**src/rtl/expand_output_writer_if.sv**
```systemverilog
// expand_output_writer_if
//   Bundles the two expand result FIFO read ports and the layer-RAM write
//   port of expand_output_writer.
//   Signals:
//     fifo_exp_3x3_rd_data_i/_rd_en_o/_empty_i  expand-3x3 result FIFO read port
//     fifo_exp_1x1_rd_data_i/_rd_en_o/_empty_i  expand-1x1 result FIFO read port
//     out_valid_o/out_ready_i/out_addr_o/out_data_o  layer-RAM write handshake
//   Modports:
//     master : the writer (pops FIFOs, drives the write port)
//     slave  : the environment (FIFOs and layer-RAM)
interface expand_output_writer_if;
    logic [47:0] fifo_exp_3x3_rd_data_i;
    logic        fifo_exp_3x3_rd_en_o;
    logic        fifo_exp_3x3_empty_i;
    logic [47:0] fifo_exp_1x1_rd_data_i;
    logic        fifo_exp_1x1_rd_en_o;
    logic        fifo_exp_1x1_empty_i;
    logic        out_valid_o;
    logic        out_ready_i;
    logic [15:0] out_addr_o;
    logic [63:0] out_data_o;

    modport master (
        input  fifo_exp_3x3_rd_data_i,
        output fifo_exp_3x3_rd_en_o,
        input  fifo_exp_3x3_empty_i,
        input  fifo_exp_1x1_rd_data_i,
        output fifo_exp_1x1_rd_en_o,
        input  fifo_exp_1x1_empty_i,
        output out_valid_o,
        input  out_ready_i,
        output out_addr_o,
        output out_data_o
    );

    modport slave (
        output fifo_exp_3x3_rd_data_i,
        input  fifo_exp_3x3_rd_en_o,
        output fifo_exp_3x3_empty_i,
        output fifo_exp_1x1_rd_data_i,
        input  fifo_exp_1x1_rd_en_o,
        output fifo_exp_1x1_empty_i,
        input  out_valid_o,
        output out_ready_i,
        input  out_addr_o,
        input  out_data_o
    );
endinterface

```
**src/rtl/expand_output_writer.sv**
```systemverilog
// expand_output_writer
//   Pops the expand-3x3 and expand-1x1 result FIFOs in lock-step, applies
//   ReLU, a right shift and 8-bit saturation to each of the four 12-bit
//   signed lanes per word, and writes the packed 64-bit fire-module word to
//   the layer RAM with an incrementing address under valid/ready.
//   Ports:
//     clk_i            system clock, rising edge
//     rst_i            asynchronous active-high reset
//     start_i          one-cycle pulse: load config, clear pipeline, run
//     out_ch_groups_i  4-channel groups per pixel (sampled on start_i)
//     pixel_count_i    output pixels in layer (sampled on start_i)
//     shift_i          requantize right shift 0-7 (sampled on start_i)
//     base_addr_i      first write address (sampled on start_i)
//     bus              FIFO read ports and layer-RAM write port (master)
//     busy_o           high while a job runs
//     done_o           one-cycle pulse after the last transfer
//   Build option:
//     EXP_WR_ROUND_EN  round half up before shifting (default: truncate)
module expand_output_writer (
    input  logic        clk_i,
    input  logic        rst_i,
    input  logic        start_i,
    input  logic [6:0]  out_ch_groups_i,
    input  logic [15:0] pixel_count_i,
    input  logic [2:0]  shift_i,
    input  logic [15:0] base_addr_i,
    expand_output_writer_if.master bus,
    output logic        busy_o,
    output logic        done_o
);

    typedef enum logic {
        ST_IDLE,
        ST_RUN
    } state_t;

    state_t      state_q;
    state_t      state_d;

    // Job configuration
    logic [22:0] total_q;
    logic [2:0]  shift_q;
    logic [15:0] base_q;

    // Progress counters
    logic [22:0] issued_q;
    logic [22:0] xfer_q;
    logic        inflight_q;

    // Two-entry output buffer
    logic [63:0] buf_q [2];
    logic [1:0]  buf_cnt_q;
    logic        wr_ptr_q;
    logic        rd_ptr_q;

    logic        done_q;

    logic [22:0] start_total;
    logic        start_zero;
    logic        xfer;
    logic        last_xfer;
    logic [2:0]  occupancy;
    logic        credit_ok;
    logic        rd_en;
    logic        done_d;
    logic [63:0] q_word;

    // ReLU, shift, saturate one 12-bit signed lane.
    function automatic logic [7:0] quant_lane(input logic [11:0] s, input logic [2:0] sh);
        logic [11:0] r;
        logic [11:0] q;
        r = s[11] ? '0 : s;
`ifdef EXP_WR_ROUND_EN
        // r <= 0x7FF and the bias <= 0x40, so 12 bits cannot overflow.
        if (sh != 3'd0) begin
            r = r + (12'd1 << (sh - 3'd1));
        end
`endif
        q = r >> sh;
        return (q > 12'd255) ? 8'hFF : q[7:0];
    endfunction

    assign start_total = 23'(out_ch_groups_i) * 23'(pixel_count_i);
    assign start_zero  = (start_total == '0);

    assign bus.out_valid_o = (buf_cnt_q != 2'd0);
    assign bus.out_data_o  = buf_q[rd_ptr_q];
    assign bus.out_addr_o  = base_q + xfer_q[15:0];

    assign xfer      = bus.out_valid_o && bus.out_ready_i;
    assign last_xfer = xfer && (xfer_q == (total_q - 23'd1));

    // Words buffered plus the one possibly in flight must leave room for the
    // word a new read would bring back, counting the slot freed this cycle.
    assign occupancy = {1'b0, buf_cnt_q} + {2'b00, inflight_q};
    assign credit_ok = occupancy < (3'd2 + {2'b00, xfer});

    assign rd_en = (state_q == ST_RUN) &&
                   !bus.fifo_exp_3x3_empty_i &&
                   !bus.fifo_exp_1x1_empty_i &&
                   (issued_q < total_q) &&
                   credit_ok;

    assign bus.fifo_exp_3x3_rd_en_o = rd_en;
    assign bus.fifo_exp_1x1_rd_en_o = rd_en;

    assign busy_o = (state_q == ST_RUN);
    assign done_o = done_q;

    // Quantize the word returned by the FIFOs this cycle.
    always_comb begin
        q_word = '0;
        for (int unsigned i = 0; i < 4; i++) begin
            q_word[63 - 8*i -: 8] = quant_lane(bus.fifo_exp_1x1_rd_data_i[47 - 12*i -: 12], shift_q);
            q_word[31 - 8*i -: 8] = quant_lane(bus.fifo_exp_3x3_rd_data_i[47 - 12*i -: 12], shift_q);
        end
    end

    // Next state; a start always wins, even over a finishing transfer.
    always_comb begin
        state_d = state_q;
        done_d  = 1'b0;
        if (start_i) begin
            state_d = start_zero ? ST_IDLE : ST_RUN;
            done_d  = start_zero;
        end else if (state_q == ST_RUN && last_xfer) begin
            state_d = ST_IDLE;
            done_d  = 1'b1;
        end
    end

    always_ff @(posedge clk_i or posedge rst_i) begin
        if (rst_i) begin
            state_q <= ST_IDLE;
            done_q  <= 1'b0;
        end else begin
            state_q <= state_d;
            done_q  <= done_d;
        end
    end

    always_ff @(posedge clk_i or posedge rst_i) begin
        if (rst_i) begin
            total_q    <= '0;
            shift_q    <= '0;
            base_q     <= '0;
            issued_q   <= '0;
            xfer_q     <= '0;
            inflight_q <= 1'b0;
            buf_cnt_q  <= '0;
            wr_ptr_q   <= 1'b0;
            rd_ptr_q   <= 1'b0;
            buf_q[0]   <= '0;
            buf_q[1]   <= '0;
        end else if (start_i) begin
            // Abort/restart: a word popped in this cycle is dropped because
            // inflight_q is cleared and its data is never captured.
            total_q    <= start_total;
            shift_q    <= shift_i;
            base_q     <= base_addr_i;
            issued_q   <= '0;
            xfer_q     <= '0;
            inflight_q <= 1'b0;
            buf_cnt_q  <= '0;
            wr_ptr_q   <= 1'b0;
            rd_ptr_q   <= 1'b0;
        end else begin
            inflight_q <= rd_en;
            if (rd_en) begin
                issued_q <= issued_q + 23'd1;
            end
            if (inflight_q) begin
                buf_q[wr_ptr_q] <= q_word;
                wr_ptr_q        <= ~wr_ptr_q;
            end
            if (xfer) begin
                rd_ptr_q <= ~rd_ptr_q;
                xfer_q   <= xfer_q + 23'd1;
            end
            buf_cnt_q <= buf_cnt_q + 2'(inflight_q) - 2'(xfer);
        end
    end

endmodule
```
**src/flat_wrapper.sv**
```systemverilog
// flat-port wrapper written by rule: the top's interface ports become plain ports
module expand_output_writer_flat 
  (clk_i, rst_i, start_i, out_ch_groups_i, pixel_count_i, shift_i, base_addr_i, busy_o, done_o, bus_fifo_exp_3x3_rd_data_i, bus_fifo_exp_3x3_rd_en_o, bus_fifo_exp_3x3_empty_i, bus_fifo_exp_1x1_rd_data_i, bus_fifo_exp_1x1_rd_en_o, bus_fifo_exp_1x1_empty_i, bus_out_valid_o, bus_out_ready_i, bus_out_addr_o, bus_out_data_o);
  expand_output_writer_if bus_i ();
  input  logic clk_i;
  input  logic rst_i;
  input  logic start_i;
  input  logic [6:0] out_ch_groups_i;
  input  logic [15:0] pixel_count_i;
  input  logic [2:0] shift_i;
  input  logic [15:0] base_addr_i;
  output logic busy_o;
  output logic done_o;
  input wire logic [$bits(bus_i.fifo_exp_3x3_rd_data_i)-1:0] bus_fifo_exp_3x3_rd_data_i;
  output wire logic [$bits(bus_i.fifo_exp_3x3_rd_en_o)-1:0] bus_fifo_exp_3x3_rd_en_o;
  input wire logic [$bits(bus_i.fifo_exp_3x3_empty_i)-1:0] bus_fifo_exp_3x3_empty_i;
  input wire logic [$bits(bus_i.fifo_exp_1x1_rd_data_i)-1:0] bus_fifo_exp_1x1_rd_data_i;
  output wire logic [$bits(bus_i.fifo_exp_1x1_rd_en_o)-1:0] bus_fifo_exp_1x1_rd_en_o;
  input wire logic [$bits(bus_i.fifo_exp_1x1_empty_i)-1:0] bus_fifo_exp_1x1_empty_i;
  output wire logic [$bits(bus_i.out_valid_o)-1:0] bus_out_valid_o;
  input wire logic [$bits(bus_i.out_ready_i)-1:0] bus_out_ready_i;
  output wire logic [$bits(bus_i.out_addr_o)-1:0] bus_out_addr_o;
  output wire logic [$bits(bus_i.out_data_o)-1:0] bus_out_data_o;
  assign bus_i.fifo_exp_3x3_rd_data_i = bus_fifo_exp_3x3_rd_data_i;
  assign bus_fifo_exp_3x3_rd_en_o = bus_i.fifo_exp_3x3_rd_en_o;
  assign bus_i.fifo_exp_3x3_empty_i = bus_fifo_exp_3x3_empty_i;
  assign bus_i.fifo_exp_1x1_rd_data_i = bus_fifo_exp_1x1_rd_data_i;
  assign bus_fifo_exp_1x1_rd_en_o = bus_i.fifo_exp_1x1_rd_en_o;
  assign bus_i.fifo_exp_1x1_empty_i = bus_fifo_exp_1x1_empty_i;
  assign bus_out_valid_o = bus_i.out_valid_o;
  assign bus_i.out_ready_i = bus_out_ready_i;
  assign bus_out_addr_o = bus_i.out_addr_o;
  assign bus_out_data_o = bus_i.out_data_o;
  expand_output_writer u_core (.clk_i(clk_i), .rst_i(rst_i), .start_i(start_i), .out_ch_groups_i(out_ch_groups_i), .pixel_count_i(pixel_count_i), .shift_i(shift_i), .base_addr_i(base_addr_i), .bus(bus_i), .busy_o(busy_o), .done_o(done_o));
endmodule
```
**config.mk**
```make
export PLATFORM = sky130hd
export DESIGN_NAME = expand_output_writer_flat
export DESIGN_NICKNAME = d
export VERILOG_FILES = /design/src/rtl/expand_output_writer_if.sv /design/src/rtl/expand_output_writer.sv /design/src/flat_wrapper.sv
export SDC_FILE = /design/constraint.sdc
export NUM_CORES = 1
export LEC_CHECK = 0
export BUFFER_PORTS_ARGS = -buffer_cell sky130_fd_sc_hd__buf_4
export CELL_PAD_IN_SITES_DETAIL_PLACEMENT = 1
export CELL_PAD_IN_SITES_GLOBAL_PLACEMENT = 1
export CORE_MARGIN = 4
export CORE_UTILIZATION = 45
export DETAILED_ROUTE_END_ITERATION = 16
export GPL_ROUTABILITY_DRIVEN = 0
export PLACE_DENSITY_LB_ADDON = 0.1
export SKIP_CTS_REPAIR_TIMING = 1
export SLEW_MARGIN = 10
export SYNTH_ARGS = -nofsm -noshare
export SYNTH_HDL_FRONTEND = slang
export SYNTH_SLANG_ARGS = --single-unit
```
**constraint.sdc**
```tcl
create_clock -name clk_i -period 7.93 [get_ports clk_i]
set_input_delay 0.793 -clock clk_i [delete_from_list [all_inputs] [get_ports clk_i]]
set_output_delay 0.793 -clock clk_i [all_outputs]
set_load 0.03 [all_outputs]
```
==> results of run 1 <==
## per-layer routing
metal,global-route usage [%],vias to the layer above
met4,6.06,0
met5,0,-
li1,-,7369
met2,43.3,303
met1,32.6,7832
met3,2.95,76
## worst max-delay path: cells and delay by family
kind            cells  cell delay, ns
simple gates        5            1.45
buf+inv             4            0.32
xor+xnor            1            0.19
compound gates      4            1.13
fa+ha+maj           5            2.52
## worst max-delay path by stage
stage / start / to / slack [ns] / depth (start not counted)
after detailed placement: out_ch_groups_i[6] / u_core.busy_o / 1.38 / 19
after global placement: out_ch_groups_i[6] / u_core.busy_o / 1.48 / 19
after CTS: out_ch_groups_i[6] / u_core.busy_o / 1.94 / 19
after floorplan: rst_i / u_core.base_q[0] / 1.03 / 1
after global routing: out_ch_groups_i[6] / u_core.busy_o / 1.65 / 19
final: out_ch_groups_i[6] / u_core.busy_o / 1.93 / 19
## sequential cells by signal (all words and copies together) (netlist names)
signal and cells:
u_core.rd_ptr_q 1, u_core.buf_q 128, u_core.done_o 1, u_core.buf_cnt_q 2, u_core.issued_q 23, u_core.base_q 16, u_core.wr_ptr_q 1, u_core.shift_q 3
u_core.inflight_q 1, u_core.busy_o 1, u_core.xfer_q 23, u_core.total_q 23
## power groups by stage
stage	Combinational [W]	Clock [W]	Sequential (W)
after floorplan	0.00213	0	0.00155
after global placement	0.00292	0	0.00162
after detailed placement	0.00299	0	0.00165
after CTS	0.00302	0.00124	0.00163
after global routing	0.00329	0.00128	0.00167
final	0.00298	0.00121	0.00163
## kinds of logic after synthesis
| family | count (synthesis) | synth area share (%) |
|---|---|---|
| adder cells (fa/ha/maj) | 155 | 13.8 |
| XOR/XNOR | 86 | 4.21 |
| buffers and inverters | 233 | 4.96 |
| flip-flops | 223 | 31.2 |
| multiplexers | 207 | 12.6 |
| AND/OR/NAND/NOR | 730 | 19.5 |
| AO/OA/AOI/OAI | 393 | 13.8 |
## through the flow
| step | util, % | cell area, sq um | instances | power (W) | worst slack (ns) |
|---|---|---|---|---|---|
| after detailed placement | 51.2 | 20000 | 2674 | 0.00464 | 1.38 |
| after global placement | 51.2 | 20000 | 2674 | 0.00454 | 1.48 |
| after CTS | 53.4 | 20800 | 2722 | 0.00589 | 1.94 |
| after global routing | 53.4 | 20800 | 2722 | 0.00624 | 1.65 |
| after floorplan | - | 17900 | 2027 | 0.00368 | 1.03 |
| final | 53.4 | 20800 | 2722 | 0.00582 | 1.93 |
## cell type report
type / count / area share [%]
Multi-Input combinational cell: 1571 / 55.0
Sequential cell: 223 / 26.8
Timing Repair Buffer: 243 / 8.76
Clock buffer: 40 / 3.82
Tap cell: 518 / 3.11
Inverter: 119 / 2.18
Clock inverter: 8 / 0.331
## layout by cell type (no fill, tap or decap), types with 6 or more instances in the layout
cell | netlist | final
nand3b_1 | 6 | 6
and3_1 | 12 | 12
or2_2 | 15 | 15
o21a_1 | 7 | 7
mux2_2 | 122 | 122
xnor2_1 | 41 | 41
a31oi_1 | 16 | 16
nand2b_1 | 11 | 11
nor2b_1 | 9 | 9
a211oi_1 | 10 | 9
mux2i_1 | 83 | 83
nand4_1 | 22 | 22
ha_1 | 85 | 85
clkinv_2 | 0 | 6
clkbuf_1 | 101 | 6
o21ai_0 | 114 | 113
inv_1 | 117 | 116
nor3_1 | 86 | 85
clkbuf_8 | 0 | 7
or3_1 | 12 | 11
nor2_1 | 129 | 129
and2_1 | 82 | 82
clkbuf_16 | 0 | 27
a21oi_1 | 117 | 117
a2111oi_0 | 30 | 30
and4_1 | 9 | 9
dfrtp_1 | 223 | 219
xor2_1 | 45 | 45
buf_4 | 1 | 243
nand2_1 | 277 | 277
nand3_1 | 23 | 23
o22ai_1 | 6 | 6
fa_1 | 70 | 70
a21o_1 | 33 | 33
nor4_1 | 12 | 12
nor3b_1 | 8 | 8
==> results.yml, run 1 <==
cells_and_area:
  nNetsFinal: 2484
  diodes: 0
  syn2layout_area_growth_pct: 16.4
  drive_gt1_share_pct: 20.2
  regArea_sq_um: 5590
  multiInputGateArea_sq_um: 11400
  fillers: 4580
worst_setup_path:
  r2r_cells: 11
  cpMostUsedCell: "fa_1"
  path_class: "in2reg"
  arrival_ns: 6.41
  cp.required_ns: 8.35
  rrSetupSlack_ns: 4.13
  cp_slowest_cell: "fa_1"
  worstReg2RegEnd: "u_core.busy_o"
  startpoint_type: "input port"
  cpPeakStageDelay_ns: 0.55
  r2r-start: "u_core.total_q[0]"
  crit_fanout: 16
  path_cells: "buf_4, nand2_1, fa_1, fa_1, inv_1, fa_1, inv_1, fa_1, inv_1, ha_1, and3_1, a221o_1, o22ai_2, o21ai_1, xor2_1, or4b_1, or4_1, o41ai_2, nor2_1"
  end_kind: "register"
global_route:
  overflow: 0
  grt_pass1_wl_mm: 88.6
  antenna_found_initial: 0
  grt_pass1_vias: 16400
  grt_max_degree: 95
  grt.total_usage_pct: 24.6
floorplanning:
  rows: 72
  core_sq_um: 39000
  die_w_microns: 207
  die_area_sq_um: 43000
  die_y_microns: 207
  start_util_pct: 45.9
  io_pins: 229
synthesis:
  syn_area_per_cell_sq_um: 8.82
  async_reset_ff_share_pct: 100
  synth_commonest_cells: "nand2_1 (277), dfrtp_1 (223), nor2_1 (129), mux2_2 (122)"
  syn_inst: 2027
  synthFlopType: "dfrtp_1"
  synth.most_common_cell: "nand2_1"
  ys_ff_latch: 223
  synth_area_sq_um: 17900
  ys_types: 76
  synth_edf_count: 0
  synthTopCellsByArea: "dfrtp_1 (31%), fa_1 (7.8%), mux2_2 (7.7%)"
  synth_top_area_share_pct: 31.2
  synth_nets: 2326
  yosys_warnings: 0
  synth_seq_area_share_pct: 31.2
  yosys.area.top_type: "dfrtp_1"
timing:
  clock_skew_ns: 0.0223
  rsz0062_at_grt: "false"
  fmax_mhz: 167
  slew_headroom_pct: 32.9
  holdWs_ns: 0.331
  finalSetupTns_ns: 0
  worst_pin_slew_ns: 1.01
  setup_violations: 0
  slew_violations: 0
  finalHoldViolations: 0
  post-route-period-util_pct: 75.6
  finalCriticalPeriod_ns: 6.00
detailed_routing:
  vias_per_cell: 5.72
  met1_length_mm: 24.2
  top_layer_used: "met4"
  dr.pass1.iters: 6
  wl_per_cell_microns: 20.2
  dr_total_vias: 15600
  post-route-drc-count: 0
  drt_iter0_drc: 589
  drt_wl_total_mm: 55.0
  wl_met3_mm: 1.96
  postRouteAntennaNets: 0
  dr_wl_met2_mm: 27.4
clock_network:
  cts_tree: "built"
  clockBufferDepth: 3
  clk_latency_ns: 0.55
  clock-root-buffer: "clkbuf_16"
  cts.sinks: 223
  clk_pin_slew_worst_paths_ns: 0.06
  htreeDepth: 1
  cts_buffers: 27
power:
  p_switching_w: 0.00250
  power.share.clock_pct: 20.8
  p_comb_share_pct: 51.2
  pwr-share-seq_pct: 28.0
  power_per_cell_area_nw_per_um2: 280
  power_leakage_nw: 10.0
  p_int_w: 0.00332
  vdd_drop_max_uv: 156
  p_sw_share_pct: 43.0
place:
  post-dp-hpwl_mm: 40.9
  numPortBuffers: 228
hold_path:
  hold_class: "in2async"
status:
  outcome: "completed"
job:
  cap_viol_max_count: 0
Power figures use the tool's default switching activity.
==> inputs of run 2 (changes only) <==
Settings changed: ABC_AREA set to 1, CORE_UTILIZATION 45 to 39.
Clock period 7.93 ns to 5.4 ns, I/O delays scaled along.
==> run 2 against run 1 <==
  * Critical path depth rose by 4
  * Largest power group unchanged
  * Final cell count rose by 34%
  * Total power rose by 55%
  * Count of clock-buffer cells in the layout fell by 1
  * Register-to-register slack got worse by 1.8 ns
  * Worst hold slack got worse by 0.16 ns
  * Core utilization fell by 7.4 points
==> results.yml, run 2 <==
synthesis:
  synth_edf_count: 0
  syn_area_per_cell_sq_um: 6.66
  synth_seq_area_share_pct: 29.3
  synthFlopType: "dfrtp_1"
  async_reset_ff_share_pct: 100
  synth_nets: 3157
  synthTopCellsByArea: "dfrtp_1 (29%), nand2_1 (20%), inv_1 (7.6%)"
  yosys.area.top_type: "dfrtp_1"
  ys_types: 55
  synth_top_area_share_pct: 29.3
  syn_inst: 2858
  synth_commonest_cells: "nand2_1 (1000), inv_1 (385), o21ai_0 (254), dfrtp_1 (223), nor2_1 (181)"
  synth.most_common_cell: "nand2_1"
  ys_ff_latch: 223
  yosys_warnings: 0
  synth_area_sq_um: 19000
floorplanning:
  core_sq_um: 47900
  die_y_microns: 229
  die_w_microns: 229
  start_util_pct: 39.7
  io_pins: 229
  rows: 80
  die_area_sq_um: 52400
detailed_routing:
  post-route-drc-count: 0
  dr_wl_met2_mm: 29.5
  drt_iter0_drc: 1087
  met1_length_mm: 31.3
  dr_total_vias: 19000
  vias_per_cell: 5.22
  wl_met3_mm: 2.58
  top_layer_used: "met5"
  wl_per_cell_microns: 17.7
  drt_wl_total_mm: 64.3
  dr.pass1.iters: 5
  postRouteAntennaNets: 0
place:
  numPortBuffers: 228
  post-dp-hpwl_mm: 49.4
power:
  vdd_drop_max_uv: 240
  p_sw_share_pct: 47.3
  pwr-share-seq_pct: 26.1
  power_leakage_nw: 11.7
  p_comb_share_pct: 52.6
  power.share.clock_pct: 21.3
  p_int_w: 0.00475
  power_per_cell_area_nw_per_um2: 409
  p_switching_w: 0.00426
timing:
  rsz0062_at_grt: "false"
  fmax_mhz: 229
  finalHoldViolations: 0
  worst_pin_slew_ns: 1.03
  finalCriticalPeriod_ns: 4.36
  slew_headroom_pct: 31.3
  slew_violations: 0
  setup_violations: 0
  clock_skew_ns: 0.0370
  post-route-period-util_pct: 80.8
  finalSetupTns_ns: 0
cells_and_area:
  final_cell_mix: "nand2_1 (1000), inv_1 (383), o21ai_0 (254)"
  fillers: 6293
  top_register: "u_core.buf_q"
  nNetsFinal: 3299
  final_common_cell: "nand2_1"
  utilization_pct: 46.0
  syn2layout_area_growth_pct: 15.9
  drive_gt1_share_pct: 10.7
  largest_register_ffs: 128
global_route:
  grt_max_degree: 149
  grt_pass1_wl_mm: 106
  antenna_found_initial: 5
  overflow: 0
  grt.total_usage_pct: 24.1
  grt_pass1_vias: 19900
hold_path:
  hold_class: "in2reg"
worst_setup_path:
  rrSetupSlack_ns: 2.37
  cp.required_ns: 5.86
  path_class: "in2reg"
  arrival_ns: 4.83
  crit_fanout: 16
  startpoint_type: "input port"
  end_kind: "register"
status:
  outcome: "completed"
clock_network:
  cts.sinks: 223
  clockBufferDepth: 3
  clock-root-buffer: "clkbuf_16"
  cts_buffers: 28
  clk_latency_ns: 0.58
  cts_tree: "built"
  clk_pin_slew_worst_paths_ns: 0.06
  htreeDepth: 1
job:
  cap_viol_max_count: 0
==> run 2: cell types whose count changed after synthesis, moves of 15 or more <==
| cell | delta |
|---|---|
| nand2_1 | +723 |
| inv_1 | +268 |
| nand3_1 | +140 |
| o21ai_0 | +140 |
| mux2_2 | -122 |
| and2_1 | -82 |
| mux2i_1 | -77 |
| nor3_1 | -58 |
| nor2_1 | +52 |
| a21o_1 | -32 |
| a2111oi_0 | -30 |
| buf_2 | +23 |
| xnor2_1 | -19 |
| or2_2 | -15 |
==> run 2: worst max-delay path: stages <==
cell     delay, ns
buf_4         0.20
nand2_1       0.08
inv_1         0.09
fa_1          0.45
fa_1          0.53
fa_1          0.55
inv_1         0.05
fa_1          0.52
inv_1         0.04
ha_1          0.38
nand2_1       0.17
inv_1         0.12
nand2_1       0.10
nor2_1        0.16
nand2_1       0.09
nand3_1       0.08
nand2_1       0.06
nand2_1       0.09
nand2_1       0.06
nor2_1        0.09
nand3_1       0.12
o21ai_1       0.17
nand2_1       0.07
==> run 2: final timing paths <==
path / startpoint / end / cells past startpoint
hold / removal: base_addr_i[15] / u_core.base_q[15] / 3
min in group asynchronous: rst_i / u_core.buf_q[112] / 3
max in group asynchronous: rst_i / u_core.rd_ptr_q / 4
hold reg to reg: u_core.base_q[2] / u_core.base_q[2] / 2
setup / recovery: out_ch_groups_i[4] / u_core.busy_o / 23
setup reg to reg: u_core.shift_q[2] / u_core.buf_q[102] / 7
==> run 2: final cells by class <==
| class | instances | area [sq um] | share of cell area (%) |
|---|---|---|---|
| multi-input combinational | 2113 | 11400 | 51.9 |
| sequential | 223 | 5590 | 25.3 |
| timing repair buffer | 242 | 1830 | 8.31 |
| inverter | 392 | 1480 | 6.71 |
| clock buffer | 39 | 772 | 3.50 |
| tap | 615 | 769 | 3.49 |
| clock inverter | 11 | 161 | 0.732 |
| antenna | 2 | 5.00 | 0.0227 |
==> run 2: cells by family after synthesis <==
kind of cell,count (synthesis),share of synthesized area (%)
compound gates,444,12.6
flops,223,29.3
xor+xnor,61,2.89
mux,6,0.316
fa+ha+maj,155,12.9
buf+inv,522,10.6
simple gates,1447,31.3
==> run 2: metal layers <==
metal / GRT usage (%) / vias to the layer above
li1: - / 9333
met1: 34.7 / 9245
met2: 39.6 / 337
met3: 3.33 / 62
met4: 3.96 / 4
met5: 0 / -
==> run 2: power by group through the flow <==
stage	combinational, W	sequential, W	clock [W]
floorplan	0.00324	0.00224	0
global route	0.00534	0.00241	0.00204
CTS	0.00479	0.00236	0.00196
global placement	0.00462	0.00236	0
detailed placement	0.00476	0.00238	0
finish	0.00474	0.00236	0.00191
==> run 2: per-stage QoR <==
stage / setup WS (ns) / cells / instance area (sq um) / hold WS, ns / total power [W]
after CTS: 1.04 / 3634 / 22000 / -0.191 / 0.00910
after global placement: 0.566 / 3584 / 21100 / 0.435 / 0.00699
final: 1.04 / 3637 / 22100 / 0.168 / 0.00901
after detailed placement: 0.432 / 3584 / 21100 / 0.435 / 0.00715
after global routing: 0.715 / 3636 / 22100 / 0.148 / 0.00979
after floorplan: 0.625 / 2858 / 19000 / 0.446 / 0.00547
==> inputs of run 3 (changes only) <==
Settings changed: CORE_UTILIZATION 39 to 43.
Clock period 5.4 ns to 4.5 ns, I/O delays scaled along.
==> run 3 against run 2 <==
  * Die area fell by 9.0%
  * Final cell count is 0.74% higher
  * Sequential power up 20%
  * Highest routed layer unchanged
  * First-iteration DRC count decreased by 0.83%
  * Sequential cell count stayed put
  * Non-clock buffer count is 54 higher
  * Core utilization grew 5.9 points
==> results.yml, run 3 (synthesis gave the netlist of run 2 again) <==
global_route:
  grt.total_usage_pct: 27.2
  overflow: 0
  grt_max_degree: 83
  grt_pass1_wl_mm: 107
  antenna_found_initial: 7
  grt_pass1_vias: 20700
timing:
  worst_pin_slew_ns: 0.909
  setup_violations: 0
  fmax_mhz: 238
  post-route-period-util_pct: 93.5
  finalSetupTns_ns: 0
  holdWs_ns: 0.0146
  slew_violations: 0
  slew_headroom_pct: 38.7
  clock_skew_ns: 0.0359
  finalCriticalPeriod_ns: 4.21
  finalHoldViolations: 0
  rsz0062_at_grt: "false"
clock_network:
  cts_buffers: 29
  clockBufferDepth: 3
  clock-root-buffer: "clkbuf_16"
  cts.sinks: 223
  htreeDepth: 1
  cts_tree: "built"
  clk_pin_slew_worst_paths_ns: 0.06
  clk_latency_ns: 0.59
worst_setup_path:
  startpoint_type: "input port"
  worstSetupEndpoint: "u_core.busy_o"
  crit_fanout: 11
  arrival_ns: 4.68
  end_kind: "register"
  cp.required_ns: 4.97
  path_class: "in2reg"
  worstReg2RegEnd: "u_core.buf_q[70]"
  cp-startpoint: "out_ch_groups_i[6]"
  r2r_cells: 8
  rrSetupSlack_ns: 1.57
  r2r-start: "u_core.shift_q[0]"
detailed_routing:
  drt_wl_total_mm: 65.6
  post-route-drc-count: 0
  vias_per_cell: 5.35
  dr.pass1.iters: 5
  drt_iter0_drc: 1078
  postRouteAntennaNets: 0
  dr_total_vias: 19600
  wl_per_cell_microns: 17.9
cells_and_area:
  final_cell_mix: "nand2_1 (1000), inv_1 (383), buf_4 (293)"
  drive_gt1_share_pct: 12.5
  final_common_cell: "nand2_1"
  largest_register_ffs: 128
  syn2layout_area_growth_pct: 18.6
  fillers: 5833
  final_cells: 3664
  top_register: "u_core.buf_q"
  nNetsFinal: 3354
  utilization_pct: 51.9
power:
  power_leakage_nw: 12.1
  power_per_cell_area_nw_per_um2: 517
  vdd_drop_max_uv: 384
floorplanning:
  io_pins: 229
  start_util_pct: 43.8
  rows: 76
  die_y_microns: 218
  core_sq_um: 43500
  die_area_sq_um: 47700
  die_w_microns: 218
hold_path:
  hold_class: "in2async"
status:
  outcome: "completed"
place:
  numPortBuffers: 228
  place_inst: 3609
  post-dp-hpwl_mm: 49.9
job:
  cap_viol_max_count: 0
run 3: cell types whose count changed in the layout (fill, tap and decap cells not counted), sizes merged:
cell / change
buf: +55
bufinv: +4
clkbuf: -2
clkinv: -2
diode: +2
inv: +2
clkinvlp: -1
dlygate4sd3: -1
run 3: critical path: stages:
cell and delay (ns):
buf_4 0.17, nand2_1 0.10, fa_1 0.52, fa_1 0.54, inv_1 0.06, fa_1 0.53, inv_1 0.05, fa_1 0.53
inv_1 0.04, ha_1 0.35, nand2_1 0.10, inv_1 0.08, nand2_1 0.09, inv_1 0.05, nand2_1 0.10, nand2_1 0.09
nand2_1 0.07, nand2_1 0.09, nor2_1 0.12, nand3_1 0.08, nor2_1 0.11, nand3_1 0.10, o21ai_1 0.18, nand2_1 0.07
run 3: stage by stage:
step | setup WS [ns] | instance area [sq um] | total power, W
floorplan | 0.00137 | 19100 | 0.00657
global placement | -0.197 | 21500 | 0.00882
detailed placement | -0.293 | 21500 | 0.00906
CTS | 0.315 | 22600 | 0.0117
global route | 0.00368 | 22600 | 0.0126
finish | 0.292 | 22600 | 0.0117
run 3: final cells by class:
| type | count | area (sq um) | area share, % |
|---|---|---|---|
| timing repair buffer | 296 | 2260 | 10.0 |
| tap | 585 | 732 | 3.24 |
| clock inverter | 14 | 268 | 1.19 |
| sequential | 223 | 5590 | 24.8 |
| multi-input combinational | 2113 | 11500 | 50.7 |
| clock buffer | 37 | 786 | 3.48 |
| antenna | 4 | 10.0 | 0.0443 |
| inverter | 392 | 1480 | 6.55 |
run 3: power by group:
group          internal, W  total, W  switching [W]
sequential         0.00246   0.00283       0.000374
clock              0.00163   0.00260       0.000967
combinational      0.00227   0.00623        0.00396
total              0.00636    0.0117        0.00530
run 3: worst min-delay path by stage:
stage	startpoint	to	cells after the start
2_1_floorplan	u_core.base_q[0]	u_core.base_q[0]	2
5_1_grt	rst_i	u_core.buf_q[43]	2
3_5_place_dp	u_core.buf_q[18]	u_core.buf_q[18]	2
6_report	rst_i	u_core.buf_q[46]	2
4_1_cts	rst_i	u_core.buf_q[43]	2
3_3_place_gp	u_core.base_q[10]	u_core.base_q[10]	2
run 3: per-layer routing:
| layer | track usage [%] | wire [microns] | vias up |
|---|---|---|---|
| li1 | - | - | 9438 |
| met1 | 37.8 | 30400 | 9673 |
| met2 | 45.3 | 30900 | 409 |
| met3 | 3.84 | 3030 | 80 |
| met4 | 5.94 | 1260 | 6 |
| met5 | 0 | 28 | - |
